==> config.mk <==
export PLATFORM = sky130hd
export DESIGN_NAME = median_sched
export DESIGN_NICKNAME = d
export VERILOG_FILES = /design/src/rtl/median_sched.sv
export SDC_FILE = /design/constraint.sdc
export NUM_CORES = 1
export LEC_CHECK = 0
export CAP_MARGIN = 40
export CORE_UTILIZATION = 40
export CTS_CLUSTER_DIAMETER = 50
export DETAILED_ROUTE_END_ITERATION = 16
export GPL_ROUTABILITY_DRIVEN = 1
export PLACE_DENSITY = 0.69
export SYNTH_ARGS = -nofsm -noshare
export SYNTH_HDL_FRONTEND = slang
export SYNTH_SLANG_ARGS = --single-unit
==> constraint.sdc <==
create_clock -name clk -period 1.94 [get_ports clk]
set_input_delay 0.388 -clock clk [delete_from_list [all_inputs] [get_ports clk]]
set_output_delay 0.388 -clock clk [all_outputs]
set_load 0.03 [all_outputs]
==> src/rtl/median_sched.sv <==
// median_sched: shares one median_calc between NCH channels, one full batch at a time.
// Channels are granted round-robin; each batch is streamed as spaced data_rdy pulses
// and the resulting median is returned tagged with the owning channel.
// Optional feature macro: MEDIAN_SCHED_TIMEOUT_EN bounds WAIT_RES to TIMEOUT cycles.

module median_sched #(
    parameter int unsigned NCH        = 4,
    parameter int unsigned POPSIZE    = 100,
    parameter int unsigned DATA_WIDTH = 8,
    parameter int unsigned GAP        = 2,
    parameter int unsigned TIMEOUT    = 1024
) (
    input  logic                      clk,
    input  logic                      rst,
    input  logic [NCH-1:0]            ch_valid_i,
    input  logic [NCH*DATA_WIDTH-1:0] ch_data_i,
    output logic [NCH-1:0]            ch_ready_o,
    output logic [DATA_WIDTH-1:0]     mc_data_in_o,
    output logic                      mc_data_rdy_o,
    input  logic [DATA_WIDTH-1:0]     mc_median_i,
    input  logic                      mc_data_vld_i,
    output logic                      res_valid_o,
    output logic [DATA_WIDTH-1:0]     res_median_o,
    output logic [$clog2(NCH)-1:0]    res_ch_o,
    output logic                      res_err_o,
    output logic                      busy_o
);

    localparam int unsigned CHW  = $clog2(NCH);
    localparam int unsigned IDXW = CHW + 1;
    localparam int unsigned CNTW = $clog2(POPSIZE + 1);
    localparam int unsigned GAPW = 4;

    typedef enum logic [2:0] {
        S_IDLE,
        S_FEED,
        S_GAP,
        S_WAIT_RES,
        S_DONE
    } state_t;

    state_t                  state_q;
    logic [CHW-1:0]          rr_ptr_q;
    logic [CHW-1:0]          grant_ch_q;
    logic [CNTW-1:0]         sample_cnt_q;
    logic [GAPW-1:0]         gap_cnt_q;
    logic [NCH-1:0]          ch_ready_q;
    logic [DATA_WIDTH-1:0]   mc_data_in_q;
    logic                    mc_data_rdy_q;
    logic                    res_valid_q;
    logic [DATA_WIDTH-1:0]   res_median_q;
    logic [CHW-1:0]          res_ch_q;
    logic                    busy_q;

`ifdef MEDIAN_SCHED_TIMEOUT_EN
    localparam int unsigned TOW = $clog2(TIMEOUT + 1);
    logic [TOW-1:0]          to_cnt_q;
    logic                    res_err_q;
`endif

    logic                    arb_hit_d;
    logic [CHW-1:0]          arb_ch_d;
    logic [IDXW-1:0]         arb_idx;
    logic [DATA_WIDTH-1:0]   sel_data_d;
    logic                    accept_d;
    logic [NCH-1:0]          grant_onehot_d;

    // Round-robin pick: first valid channel scanning upward from rr_ptr with wrap.
    always_comb begin
        arb_hit_d = 1'b0;
        arb_ch_d  = '0;
        arb_idx   = '0;
        for (int unsigned k = 0; k < NCH; k++) begin
            arb_idx = IDXW'(rr_ptr_q) + IDXW'(k);
            if (arb_idx >= IDXW'(NCH)) begin
                arb_idx = arb_idx - IDXW'(NCH);
            end
            if (!arb_hit_d && ch_valid_i[CHW'(arb_idx)]) begin
                arb_hit_d = 1'b1;
                arb_ch_d  = CHW'(arb_idx);
            end
        end
    end

    // Sample of the granted channel, handshake detect and grant one-hot.
    always_comb begin
        sel_data_d = '0;
        for (int unsigned i = 0; i < NCH; i++) begin
            if (grant_ch_q == CHW'(i)) begin
                sel_data_d = ch_data_i[i*DATA_WIDTH +: DATA_WIDTH];
            end
        end
        accept_d       = |(ch_valid_i & ch_ready_q);
        grant_onehot_d = NCH'(1) << grant_ch_q;
    end

    // Scheduler FSM with all outputs registered.
    always_ff @(posedge clk) begin
        if (rst) begin
            state_q       <= S_IDLE;
            rr_ptr_q      <= '0;
            grant_ch_q    <= '0;
            sample_cnt_q  <= '0;
            gap_cnt_q     <= '0;
            ch_ready_q    <= '0;
            mc_data_in_q  <= '0;
            mc_data_rdy_q <= 1'b0;
            res_valid_q   <= 1'b0;
            res_median_q  <= '0;
            res_ch_q      <= '0;
            busy_q        <= 1'b0;
`ifdef MEDIAN_SCHED_TIMEOUT_EN
            to_cnt_q      <= '0;
            res_err_q     <= 1'b0;
`endif
        end else begin
            mc_data_rdy_q <= 1'b0;
            res_valid_q   <= 1'b0;
            case (state_q)
                S_IDLE: begin
                    if (arb_hit_d) begin
                        grant_ch_q <= arb_ch_d;
                        busy_q     <= 1'b1;
                        state_q    <= S_FEED;
                    end
                end
                S_FEED: begin
                    if (accept_d) begin
                        ch_ready_q    <= '0;
                        mc_data_in_q  <= sel_data_d;
                        mc_data_rdy_q <= 1'b1;
                        sample_cnt_q  <= sample_cnt_q + CNTW'(1);
                        if (sample_cnt_q == CNTW'(POPSIZE - 1)) begin
                            state_q <= S_WAIT_RES;
`ifdef MEDIAN_SCHED_TIMEOUT_EN
                            to_cnt_q <= '0;
`endif
                        end else if (GAP == 0) begin
                            state_q <= S_FEED;
                        end else begin
                            gap_cnt_q <= '0;
                            state_q   <= S_GAP;
                        end
                    end else if (ch_ready_q == '0) begin
                        // Ready is raised one cycle after entering FEED, giving GAP+2 spacing.
                        ch_ready_q <= grant_onehot_d;
                    end
                end
                S_GAP: begin
                    if (gap_cnt_q == GAPW'(GAP - 1)) begin
                        state_q <= S_FEED;
                    end else begin
                        gap_cnt_q <= gap_cnt_q + GAPW'(1);
                    end
                end
                S_WAIT_RES: begin
                    if (mc_data_vld_i) begin
                        res_median_q <= mc_median_i;
                        res_ch_q     <= grant_ch_q;
                        res_valid_q  <= 1'b1;
                        state_q      <= S_DONE;
`ifdef MEDIAN_SCHED_TIMEOUT_EN
                        res_err_q    <= 1'b0;
`endif
                    end
`ifdef MEDIAN_SCHED_TIMEOUT_EN
                    else if (to_cnt_q == TOW'(TIMEOUT - 1)) begin
                        res_median_q <= '0;
                        res_ch_q     <= grant_ch_q;
                        res_valid_q  <= 1'b1;
                        res_err_q    <= 1'b1;
                        state_q      <= S_DONE;
                    end else begin
                        to_cnt_q <= to_cnt_q + TOW'(1);
                    end
`endif
                end
                S_DONE: begin
                    rr_ptr_q     <= (grant_ch_q == CHW'(NCH - 1)) ? '0 : grant_ch_q + CHW'(1);
                    sample_cnt_q <= '0;
                    busy_q       <= 1'b0;
                    state_q      <= S_IDLE;
                end
                default: begin
                    state_q <= S_IDLE;
                end
            endcase
        end
    end

    assign ch_ready_o    = ch_ready_q;
    assign mc_data_in_o  = mc_data_in_q;
    assign mc_data_rdy_o = mc_data_rdy_q;
    assign res_valid_o   = res_valid_q;
    assign res_median_o  = res_median_q;
    assign res_ch_o      = res_ch_q;
    assign busy_o        = busy_q;
`ifdef MEDIAN_SCHED_TIMEOUT_EN
    assign res_err_o     = res_err_q;
`else
    assign res_err_o     = 1'b0;
`endif

endmodule

==> flow_summary.yaml <==
synthesis:
  synth_area_mm2: 0.00206
  syn-num-nets: 301
  synth_edf_count: 0
  synth_cell_types: 45
  yosysTopAreaCellShare: 0.419
  syn_inst: 247
  synth-simple-area-share: 0.214
  synth_top_family_by_area: "compound AO/OA/AOI/OAI gates"
  yosysWarnings: 0
  synth_commonest_cells: "43 x dfxtp_1, 38 x nand2_1, 25 x a21oi_1"
  synth_xor_area_frac: 0.0256
  async_flop_share: 0
  yosysSeqAreaShare: 0.419
  synth-seq-cells: 43
  synth_adder_area_share: 0.0426
  syn_avg_cell_area_um2: 8.32
  synth_ff_type: "dfxtp_1"
  ys_top_cells_by_area: "dfxtp_1 42%, nand2_1 6.9%, a21oi_1 6.1%, a22oi_1 5.1%, ha_1 4.3%"
  synthMuxAreaShare: 0.00487
  synth_top_area_cell: "dfxtp_1"
  synth_compound_area_frac: 0.245
  yosysMostFrequentCell: "dfxtp_1"
clocking:
  tritoncts: "built"
  path_clk_slew_ns: 0.08
  cts_resized: 0
  htreeDepth: 2
  hold_buffers: 0
  clk_path_buf_depth: 2
  cts_made_buffers: 5
  clock_sinks: 43
  clock-root-buffer: "clkbuf_8"
  cts_setup_buffers: 0
  clock_latency_ns: 0.29
worst_setup_path:
  crit_path_end_kind: "flip-flop"
  crit_required_ns: 2.12
  r2r-start: "state_q[2]$_SDFFE_PP0P_"
  arrival_ns: 1.96
  r2r_end: "mc_data_in_o[0]$_SDFFE_PP0P_"
  startpoint: "ch_valid_i[0]"
  critPathCapture: "sample_cnt_q[1]$_SDFFE_PP0P_"
  r2r_cells: 5
  worst-path-max-fanout: 5
  start_kind: "primary input"
  critPathKind: "in2reg"
  r2r_setup_slack_ns: 0.25
place:
  port_buffers: 71
  dpl.hpwl_mm: 3.93
  gp_congestion: 0.836
  placed_area_mm2: 0.00295
floorplan:
  die-area_mm2: 0.00543
  die_w_um: 73.7
  num_rows: 25
  fp.dieH_um: 73.7
  ios: 73
  core_area_mm2: 0.00485
  start_util: 0.424
pwr:
  pwr_density_cell_mw_per_mm2: 619
  ir_worst_vdd_mv: 0.464
  power.leakage_nw: 1.09
drt:
  wire_per_inst_um: 13.1
  drt_first_pass_iters: 4
  drt_iter0_markers: 52
  via_per_inst: 5.22
  totalWireLength_mm: 5.23
  drc: 0
  vias: 2082
  postRouteAntennaNets: 0
grt:
  grt_max_degree: 23
  antenna_found_initial: 0
  grt_first_pass_wirelength_mm: 8.76
  grt_usage: 0.209
  grt_pass1_vias: 1982
  overflow: 0
cells_and_area:
  antenna_cells: 0
  stdcell_area_mm2: 0.00304
  syn_to_final_growth_pct: 47.7
  nets: 386
  drive_gt1_frac: 0.0904
sta:
  fmax_mhz: 561
  whs_ns: 0.458
  finClkSkew_ns: 0.00706
  rsz0062_at_grt: "false"
  drv_slew: 0
  hold_violations: 0
  finalSetupViolations: 0
  period_minus_slack_ns: 1.78
  timing.final.crit_share: 0.918
  fin_tns_setup_ns: 0
hold_path:
  whs_path_depth: 2
  hp-class: "reg2reg"
outcome:
  status: "finished, final reports clean"
job:
  drv_cap: 0
registers in the layout (all words and copies together) (netlist names), 3 cells and up:
name and count:
state_q 3, ch_ready_o 4, res_median_o 8, mc_data_in_o 8
sample_cnt_q 7, gap_cnt_q 4
critical path, cell delays in order:
cell and delay (ns):
clkdlybuf4s50_1 0.47, a22oi_1 0.43, a21o_1 0.30, buf_4 0.16
mux2i_1 0.17, nor2_1 0.05
through the flow:
stage / util / worst slack (ns) / cells / total power [W]
after floorplan: - / 0.268 / 247 / 0.00113
after global placement: 0.608 / -0.108 / 392 / 0.00132
after detailed placement: 0.608 / -0.138 / 392 / 0.00132
after CTS: 0.626 / 0.160 / 399 / 0.00190
after global routing: 0.626 / 0.0363 / 399 / 0.00197
final: 0.626 / 0.159 / 399 / 0.00188
area by class of cell:
| type | count | area (µm²) |
|---|---|---|
| multi-input combinational | 183 | 1100 |
| inverter | 7 | 26.3 |
| clock inverter | 1 | 5.00 |
| sequential | 43 | 861 |
| fill | 439 | 1810 |
| clock buffer | 6 | 82.6 |
| tap | 67 | 83.8 |
| timing repair buffer | 92 | 881 |
cells by family after synthesis:
| kind of cell | after synthesis |
|---|---|
| other cells | 1 |
| mux | 1 |
| flops | 43 |
| compound gates | 75 |
| xor+xnor | 6 |
| simple gates | 93 |
| buf+inv | 21 |
| fa+ha+maj | 7 |
metal layers:
layer	routed length, µm	vias up	track usage
met5	0	-	0
met4	72	0	0.0684
met3	389	9	0.0754
met2	2400	69	0.341
met1	2370	951	0.254
li1	-	1053	-
cells in the final DEF, fill, tap and decap left out, types with 5 or more instances in the layout:
| cell | Yosys | routed |
|---|---|---|
| clkdlybuf4s50_1 | 0 | 71 |
| a211o_1 | 8 | 8 |
| nor2_1 | 23 | 23 |
| o22ai_1 | 8 | 8 |
| nand2_1 | 38 | 38 |
| xnor2_1 | 5 | 5 |
| a21oi_1 | 25 | 25 |
| inv_1 | 6 | 6 |
| dfxtp_1 | 43 | 43 |
| clkbuf_8 | 0 | 6 |
| a22oi_1 | 14 | 14 |
| ha_1 | 7 | 7 |
| buf_4 | 1 | 20 |
| a211oi_1 | 5 | 5 |
where the power goes:
part / switching (W) / internal (W) / leakage (nW)
logic: 0.000180 / 0.000200 / 0.697
clock network: 0.000296 / 0.000280 / 0.0470
registers: 0.0000180 / 0.000907 / 0.348
total: 0.000494 / 0.00139 / 1.09
worst min path at each step:
stage,to,slack (ns),start
2_1_floorplan,rr_ptr_q[0]$_SDFFE_PP0P_,0.45,rr_ptr_q[0]$_SDFFE_PP0P_
3_3_place_gp,res_median_o[7]$_SDFFE_PP0P_,0.44,res_median_o[7]$_SDFFE_PP0P_
3_5_place_dp,mc_data_in_o[3]$_SDFFE_PP0P_,0.45,mc_data_in_o[3]$_SDFFE_PP0P_
5_1_grt,res_median_o[6]$_SDFFE_PP0P_,0.48,res_median_o[6]$_SDFFE_PP0P_
4_1_cts,mc_data_in_o[3]$_SDFFE_PP0P_,0.46,mc_data_in_o[3]$_SDFFE_PP0P_
6_report,res_ch_o[0]$_SDFFE_PP0P_,0.46,res_ch_o[0]$_SDFFE_PP0P_
Power figures use the tool's default switching activity.
